--- src/rtl/pipe_ctrl_if.sv ---
// Stall/flush bundle between the pipeline stages and the central controller.
// The controller connects through the slave modport; the core side uses master.
// Signal names keep the controller's _i/_o view so both ends read the same.
interface pipe_ctrl_if #(
    parameter int CNT_W = 32
);
    logic             stallreq_if_i;
    logic             stallreq_id_i;
    logic             stallreq_ex_i;
    logic             stallreq_mem_i;
    logic [31:0]      excepttype_i;
    logic [31:0]      cp0_epc_i;
    logic [5:0]       stall_o;
    logic             flush_o;
    logic [31:0]      new_pc_o;
    logic [CNT_W-1:0] stall_cnt_o;
    logic             stall_timeout_o;

    // Core side: raises stall requests and exceptions, consumes stall/flush.
    modport master (
        output stallreq_if_i, stallreq_id_i, stallreq_ex_i, stallreq_mem_i,
        output excepttype_i, cp0_epc_i,
        input  stall_o, flush_o, new_pc_o, stall_cnt_o, stall_timeout_o
    );

    // Controller side.
    modport slave (
        input  stallreq_if_i, stallreq_id_i, stallreq_ex_i, stallreq_mem_i,
        input  excepttype_i, cp0_epc_i,
        output stall_o, flush_o, new_pc_o, stall_cnt_o, stall_timeout_o
    );
endinterface

--- src/rtl/pipe_ctrl.sv ---
// Pipeline controller: merges stage stall requests, sequences exception flushes, tracks stalls.
// Latency: stall/flush/new_pc are combinational (same cycle); counters and watchdog update next edge.
// Backpressure: a pending flush is deferred while the fetch side stalls, freezing the whole pipe.
module pipe_ctrl #(
    parameter logic [31:0] EXC_VECTOR = 32'h0000_0020,
    parameter logic [31:0] ERET_CODE  = 32'h0000_000e,
    parameter int          TIMEOUT    = 1024,
    parameter int          CNT_W      = 32
) (
    input  logic         clk,
    input  logic         rst,
    pipe_ctrl_if.slave   bus
);

    localparam int TW = $clog2(TIMEOUT + 1);
    localparam logic [TW-1:0] TIMEOUT_V = TW'(TIMEOUT);

    typedef enum logic [0:0] {
        RUN     = 1'b0,
        WAIT_IF = 1'b1
    } state_t;

    state_t           state_q, state_d;
    logic [31:0]      pend_pc_q, pend_pc_d;
    logic [CNT_W-1:0] stall_cnt_q, stall_cnt_d;
    logic [TW-1:0]    consec_q, consec_d;
    logic             timeout_q, timeout_d;

    logic [5:0]       stall;
    logic             flush;
    logic [31:0]      new_pc;
    logic [31:0]      target;
    logic             exc_vld;

    assign exc_vld = (bus.excepttype_i != 32'd0);
    assign target  = (bus.excepttype_i == ERET_CODE) ? bus.cp0_epc_i : EXC_VECTOR;

    // State, pending redirect and counter registers.
    always_ff @(posedge clk) begin
        if (rst) begin
            state_q     <= RUN;
            pend_pc_q   <= 32'd0;
            stall_cnt_q <= '0;
            consec_q    <= '0;
            timeout_q   <= 1'b0;
        end else begin
            state_q     <= state_d;
            pend_pc_q   <= pend_pc_d;
            stall_cnt_q <= stall_cnt_d;
            consec_q    <= consec_d;
            timeout_q   <= timeout_d;
        end
    end

    // Next-state and stall/flush outputs; everything is held low during reset.
    always_comb begin
        stall     = 6'b000000;
        flush     = 1'b0;
        new_pc    = 32'd0;
        state_d   = state_q;
        pend_pc_d = pend_pc_q;
        if (!rst) begin
            unique case (state_q)
                RUN: begin
                    if (exc_vld) begin
                        if (bus.stallreq_if_i) begin
                            // Fetch is mid-transaction: freeze everything and
                            // remember where to go once it completes.
                            stall     = 6'b111111;
                            pend_pc_d = target;
                            state_d   = WAIT_IF;
                        end else begin
                            flush  = 1'b1;
                            new_pc = target;
                        end
                    end else if (bus.stallreq_mem_i) begin
                        stall = 6'b011111;
                    end else if (bus.stallreq_ex_i) begin
                        stall = 6'b001111;
                    end else if (bus.stallreq_id_i) begin
                        stall = 6'b000111;
                    end else if (bus.stallreq_if_i) begin
                        stall = 6'b000011;
                    end
                end
                WAIT_IF: begin
                    // The frozen pipe keeps the MEM exception in place, so the
                    // live excepttype is not consulted here.
                    if (bus.stallreq_if_i) begin
                        stall = 6'b111111;
                    end else begin
                        flush   = 1'b1;
                        new_pc  = pend_pc_q;
                        state_d = RUN;
                    end
                end
                default: state_d = RUN;
            endcase
        end
    end

    // Saturating stall counter and the sticky consecutive-stall watchdog.
    always_comb begin
        stall_cnt_d = stall_cnt_q;
        consec_d    = consec_q;
        timeout_d   = timeout_q;
        if (stall[0] && (stall_cnt_q != {CNT_W{1'b1}})) begin
            stall_cnt_d = stall_cnt_q + CNT_W'(1);
        end
        if (stall == 6'b000000) begin
            consec_d = '0;
        end else if (consec_q != TIMEOUT_V) begin
            consec_d = consec_q + TW'(1);
        end
        if (consec_d == TIMEOUT_V) begin
            timeout_d = 1'b1;
        end
    end

    assign bus.stall_o         = stall;
    assign bus.flush_o         = flush;
    assign bus.new_pc_o        = new_pc;
    assign bus.stall_cnt_o     = stall_cnt_q;
    assign bus.stall_timeout_o = timeout_q;

endmodule

--- src/flat_wrapper.sv ---
// flat-port wrapper written by rule: the top's interface ports become plain ports
module pipe_ctrl_flat 
#(
    parameter logic [31:0] EXC_VECTOR = 32'h0000_0020,
    parameter logic [31:0] ERET_CODE  = 32'h0000_000e,
    parameter int          TIMEOUT    = 1024,
    parameter int          CNT_W      = 32
)
  (clk, rst, bus_stallreq_if_i, bus_stallreq_id_i, bus_stallreq_ex_i, bus_stallreq_mem_i, bus_excepttype_i, bus_cp0_epc_i, bus_stall_o, bus_flush_o, bus_new_pc_o, bus_stall_cnt_o, bus_stall_timeout_o);
  pipe_ctrl_if #(.CNT_W(CNT_W)) bus_i ();
  input  logic clk;
  input  logic rst;
  input wire logic [$bits(bus_i.stallreq_if_i)-1:0] bus_stallreq_if_i;
  input wire logic [$bits(bus_i.stallreq_id_i)-1:0] bus_stallreq_id_i;
  input wire logic [$bits(bus_i.stallreq_ex_i)-1:0] bus_stallreq_ex_i;
  input wire logic [$bits(bus_i.stallreq_mem_i)-1:0] bus_stallreq_mem_i;
  input wire logic [$bits(bus_i.excepttype_i)-1:0] bus_excepttype_i;
  input wire logic [$bits(bus_i.cp0_epc_i)-1:0] bus_cp0_epc_i;
  output wire logic [$bits(bus_i.stall_o)-1:0] bus_stall_o;
  output wire logic [$bits(bus_i.flush_o)-1:0] bus_flush_o;
  output wire logic [$bits(bus_i.new_pc_o)-1:0] bus_new_pc_o;
  output wire logic [$bits(bus_i.stall_cnt_o)-1:0] bus_stall_cnt_o;
  output wire logic [$bits(bus_i.stall_timeout_o)-1:0] bus_stall_timeout_o;
  assign bus_i.stallreq_if_i = bus_stallreq_if_i;
  assign bus_i.stallreq_id_i = bus_stallreq_id_i;
  assign bus_i.stallreq_ex_i = bus_stallreq_ex_i;
  assign bus_i.stallreq_mem_i = bus_stallreq_mem_i;
  assign bus_i.excepttype_i = bus_excepttype_i;
  assign bus_i.cp0_epc_i = bus_cp0_epc_i;
  assign bus_stall_o = bus_i.stall_o;
  assign bus_flush_o = bus_i.flush_o;
  assign bus_new_pc_o = bus_i.new_pc_o;
  assign bus_stall_cnt_o = bus_i.stall_cnt_o;
  assign bus_stall_timeout_o = bus_i.stall_timeout_o;
  pipe_ctrl #(.EXC_VECTOR(EXC_VECTOR), .ERET_CODE(ERET_CODE), .TIMEOUT(TIMEOUT), .CNT_W(CNT_W)) u_core (.clk(clk), .rst(rst), .bus(bus_i));
endmodule
--- config.mk ---
export PLATFORM = sky130hd
export DESIGN_NAME = pipe_ctrl_flat
export DESIGN_NICKNAME = d
export VERILOG_FILES = /design/src/rtl/pipe_ctrl_if.sv /design/src/rtl/pipe_ctrl.sv /design/src/flat_wrapper.sv
export SDC_FILE = /design/constraint.sdc
export NUM_CORES = 1
export LEC_CHECK = 0
export ABC_AREA = 1
export CAP_MARGIN = 30
export CORE_MARGIN = 5
export CORE_UTILIZATION = 43
export CTS_CLUSTER_SIZE = 16
export DETAILED_ROUTE_END_ITERATION = 6
export PLACE_DENSITY = 0.86
export SLEW_MARGIN = 20
export SYNTH_ARGS = -nofsm -noshare
export SYNTH_HDL_FRONTEND = slang
export SYNTH_SLANG_ARGS = --single-unit
--- constraint.sdc ---
create_clock -name clk -period 1.6 [get_ports clk]
set_clock_uncertainty 0.1 [all_clocks]
set_input_delay 0.32 -clock clk [delete_from_list [all_inputs] [get_ports clk]]
set_output_delay 0.32 -clock clk [all_outputs]
set_load 0.01 [all_outputs]
### After elaboration in Yosys (flattened, before gate mapping)

Index checks and enable logic that the tools add are counted.

* register bits after elaboration: 77
* output and inout bits: 72

* $add $sub $neg: 2
* eq/ne operators: 4
* mux-type cells: 23
* bitwise gates (word level): 1
* reductions and logical operators: 4

Operators by type and width (count)
* two-way mux 32 bit: 5
* case mux 32 bit (2 select lines): 1
* two-way mux 6 bit: 6
* adder 32 x 1 -> 32 bit, second input constant: 1
* == test 32 x 4 -> 1 bit, second input constant: 1
* inequality test 32 bit, second input constant: 1
* nonzero test 32 bit: 1
* two-way mux 11 bit: 2
* case mux 6 bit (2 select lines): 1
* adder 11 x 1 -> 11 bit, second input constant: 1
* == test 11 bit, second input constant: 1
* inequality test 11 bit, second input constant: 1
* zero test 6 bit: 1
* two-way mux 1 bit: 5
* case mux 1 bit (2 select lines): 2
* AND reduction 3 bit: 1
* two-way mux 2 bit: 1
* logical AND 1 bit: 1
* NOT 1 bit: 1

### Logic depth before layout (Yosys ltp)

* word-level depth: 10
* mapped depth: 13
* mapped depth without buffers: 13

### Worst setup path before layout

Ideal clock, no wire load.

* path kind: input to output
* from: input port bus_excepttype_i[15]
* to: output port bus_new_pc_o[15]
* data arrival time: 1.453 ns
* data required time: 1.180 ns
* setup slack: -0.273 ns
* stages on the path: 8
* cells stage by stage: nor2_1 > nand2_1 > nor4_1 > nand2_1 > clkbuf_1 > nor2_1 > nand2_1 > a21oi_1

* longest elaborated chain between the ends: 6

RTL lines
* from (decl): RTL line flat_wrapper.sv:17 `input wire logic [$bits(bus_i.excepttype_i)-1:0] bus_excepttype_i;`
* == test 32 x 4 -> 1 bit: RTL line pipe_ctrl.sv:36 `assign target = (bus.excepttype_i == ERET_CODE) ? bus.cp0_epc_i : EXC_VECTOR;`
* two-way mux 32 bit: RTL line pipe_ctrl.sv:36
* two-way mux 32 bit: RTL line pipe_ctrl.sv:66 `if (bus.stallreq_if_i) begin`
* two-way mux 32 bit *: RTL line pipe_ctrl.sv:65 `if (exc_vld) begin`
* case mux 32 bit (2 select lines) *: RTL line pipe_ctrl.sv:63 `unique case (state_q)`
* two-way mux 32 bit *: RTL line pipe_ctrl.sv:62 `if (!rst) begin`
* to (decl): RTL line flat_wrapper.sv:21 `output wire logic [$bits(bus_i.new_pc_o)-1:0] bus_new_pc_o;`

Every way passes the cells marked *; elsewhere a longest branch is shown, timed or not.

### Final worst setup path

* from: register u_core.stall_cnt_q[10], in the netlist u_core.bus.stall_cnt_o[10]
* to: register u_core.stall_cnt_q[3], in the netlist u_core.bus.stall_cnt_o[3]

* longest elaborated chain between the ends: 2

RTL lines
* from (decl): RTL line pipe_ctrl.sv:25 `logic [CNT_W-1:0] stall_cnt_q, stall_cnt_d;`
* from (signal assigned): RTL line pipe_ctrl.sv:49 `stall_cnt_q <= stall_cnt_d;`
* inequality test 32 bit: RTL line pipe_ctrl.sv:107 `if (stall[0] && (stall_cnt_q != {CNT_W{1'b1}})) begin`
* logical AND 1 bit: RTL line pipe_ctrl.sv:107

Every way passes these cells.
A chain may end at the register's enable or synchronous reset.

==> summary.md <==
| Metric | Value |
|---|---|
| Synth Warn # | 0 |
| Leak Pwr | 4.226 nW |
| Drt total wl | 31180 um |
| Register area share after synthesis | 32.91% |
| Worst path arrival time | 2610 ps |
| Post-route ant nets | 0 |
| Synth Instances | 723 |
| Clk_lat worst skew | 380 ps |
| Failing checks | DRC, setup timing |
| Initial antenna violation count | 3 |
| Post-synth EDFFs | 0 |
| Top-area cell type share of the netlist area | 32.91% |
| CP startpoint kind | flop |
| Largest net degree at the start of global routing | 46 |
| Layout Nets | 1113 |
| Initial DRC count | 1160 |
| Drt wl/cell | 26.27 um |
| Number of synthesized register bits | 77 |
| Total die area | 13080 um^2 |
| CP max-delay cell | nor2_2 |
| RSZ-0062 raised after global routing | true |
| Setup-failing EPs final | 120 |
| IO buf count | 141 |
| Post-synth ARST share | 0% |
| Total grt overflow | 0 |
| Clock Sinks | 77 |
| Worst setup EP type | flop |
| Worst VDD drop | 0.4431 mV |
| Predominant post-synthesis flop cell | dfxtp_1 |
| Final hold vios | 0 |
| Gr usage total | 36.11% |
| CP Cell Sequence | nand2_1, nor2_2, nand2_2, nor2_4, nand3_4, nand2_8, buf_12, buf_12, nor2_4, o21ai_1, a21oi_1 |
| Max Root-Sink Buffers | 2 |
| Rel. slew slack | 60.96% |
| # IOs | 142 |
| Drc violations | 26 |
| Post-Syn Nets | 796 |
| Metal2 WL | 14200 um |
| Crit-path max FO | 7 |
| Pre-CTS setup slack | -1379 ps |
| First-pass GRT wire length | 37550 um |
| Final Cycle Share | 153.0% |
| Leading area contributor after synthesis | dfxtp_1 |
| Cell area after synthesis | 4683 um^2 |
| Max stage delay on crit path | 400 ps |
| Die Wd | 114.4 um |
| Syn-to-layout area delta | 106.4% |
| Final Critical Period | 2448 ps |
| Syn Area/Cell | 6.478 um^2 |
| 1st-pass router iterations | 7 |
| Met3 routed WL | 3657 um |
| Root Buffer Master | clkbuf_8 |
| FMAX | 408.4 MHz |
| Starting density of the core | 43.58% |
| Met1 Wirelength | 9944 um |
| Fin util | 89.94% |
| H-Tree Level Count | 3 |
| Fin Hold WS | 334.6 ps |
| CTS tree | yes |
| Synth top area cells | dfxtp_1 33%, nand2_1 17%, a21oi_1 8.8%, nor2_1 6.5%, inv_1 4.6% |
| Outcome | finished with violations |
| Via/cell ratio | 6.496 |
| Slew at the pin closest to its max-slew limit | 583.6 ps |
| FP Rows | 38 |
| Routability cong. | 0.9690 |
| Maxcap violations | 0 |
| Worst-path clk slew | 100 ps |
| Setup ws final | -848.3 ps |
| Critical path start-end classification | flop to flop |
| Share of cells above drive strength 1 | 60.86% |
| HPWL after detailed placement | 12160 um |
| Slew Viols, Final | 0 |
| Via count | 7711 |
| DIE HEIGHT | 114.4 um |
| Pwr dens | 493.3 nW/um^2 |
| Top Metal Used | met5 |
| Vias in the first global route | 7313 |
| Data required, critical path | 1760 ps |
| Placeable Area | 10750 um^2 |
| CTS Buf Count | 9 |
| Distinct cells, synth | 40 |
| Hold crit path type | primary input to flop |
[registers in the layout (all words and copies together), names as in the netlist]
| register | flops |
|---|---|
| u_core.bus.stall_cnt_o | 32 |
| u_core.pend_pc_q | 32 |
| u_core.consec_q | 11 |
| u_core.bus.stall_timeout_o | 1 |
| u_core.state_q | 1 |
[worst paths after layout]
path / cells after the start / slack, ps / from / to
worst min-delay path: 3 / 330 / rst / u_core.pend_pc_q[5]$_SDFFE_PP0P_
worst max register to register: 11 / -850 / u_core.bus.stall_cnt_o[10]$_SDFFE_PP0P_ / u_core.bus.stall_cnt_o[3]$_SDFFE_PP0P_
worst max-delay path: 11 / -850 / u_core.bus.stall_cnt_o[10]$_SDFFE_PP0P_ / u_core.bus.stall_cnt_o[3]$_SDFFE_PP0P_
worst min register to register: 2 / 370 / u_core.bus.stall_timeout_o$_SDFFE_PP0N_ / u_core.bus.stall_timeout_o$_SDFFE_PP0N_
[cells by family after synthesis]
logic type,count (synthesis),share of synthesized area [%]
flip-flops,77,32.91
AO/OA/AOI/OAI,136,15.92
adder cells (fa/ha/maj),3,0.8016
AND/OR/NAND/NOR,377,35.43
XOR/XNOR,29,5.423
buffers and inverters,101,9.511
[synthesized netlist by cell type, types with 2 or more instances]
cell type and n:
buf_6 4, a21boi_0 2, dfxtp_1 77, inv_1 57, a21oi_1 82, nand3_1 36, xor2_1 22, and3_1 2
inv_2 8, nor3_1 20, clkbuf_1 17, nor4_1 4, nand2_1 206, o31ai_1 2, nor2_1 81, o21ai_0 22
ha_1 3, nand4_1 12, xnor2_1 7, a21oi_2 13, nor3_4 2, nor3_2 2, nand2_4 2, nand2_2 2
o21ai_1 13, buf_2 11
[routing by layer]
layer / up-vias / global-route usage (%)
met2: 845 / 61.36
li1: 2971 / -
met4: 4 / 23.75
met1: 3533 / 39.58
met5: - / 0
met3: 358 / 9.408
[worst max-delay path: cells and delay by family, from the launching register on]
kind	cells	cell delay, ps
and+or+nand+nor	7	1220
DFF	1	390
AOI/OAI and AO/OA	2	330
buffers and inverters	2	280
[cell type report]
| cell class | instances | area [um^2] |
|---|---|---|
| inverter | 66 | 295.3 |
| multi-input combinational | 545 | 4158 |
| clock inverter | 4 | 46.29 |
| timing repair buffer | 340 | 3238 |
| clock buffer | 12 | 155.1 |
| timing repair inverter | 1 | 7.507 |
| sequential | 77 | 1584 |
| tap | 140 | 175.2 |
| fill | 375 | 1081 |
| antenna | 2 | 5.005 |
[metrics by stage]
step / setup TNS [ps] / instance area, um^2 / cells / total power, W
finish: -66010 / 9664 / 1187 / 0.004768
global route: -68770 / 9664 / 1187 / 0.004859
detailed placement: -111070 / 7492 / 1108 / 0.002632
floorplan: -8045 / 4996 / 723 / 0.002284
global placement: -102600 / 7492 / 1108 / 0.002621
CTS: -30890 / 8899 / 1172 / 0.004439
[what timing repair did]
item,CTS,global route
gates resized for setup,580,169
gates cloned,15,1
endpoints found under the setup margin,148,125
pin swaps,87,69
hold buffers,0,0
buffers inserted,33,20
[report_power, final]
part / total [W] / switching [W] / internal (W)
clock network: 0.00169 / 0.000884 / 0.000806
logic: 0.00108 / 0.000558 / 0.000521
registers: 0.00200 / 0.0000457 / 0.00195
total: 0.00477 / 0.00149 / 0.00328
[cell usage in the layout (no fill, tap or decap), types with 27 or more instances in the layout]
cell             synthesis  routed
dfxtp_1                 77      51
nand2_2                  2      49
a21oi_2                 13      73
nand2_1                206     125
clkdlybuf4s50_1          0      35
nor2_1                  81      40
buf_4                    1     144
nand2_4                  2      34
dlygate4sd2_1            0      27
buf_2                   11      50
inv_1                   57      46
buf_6                    4      41
(Power assumes the default switching activity.)
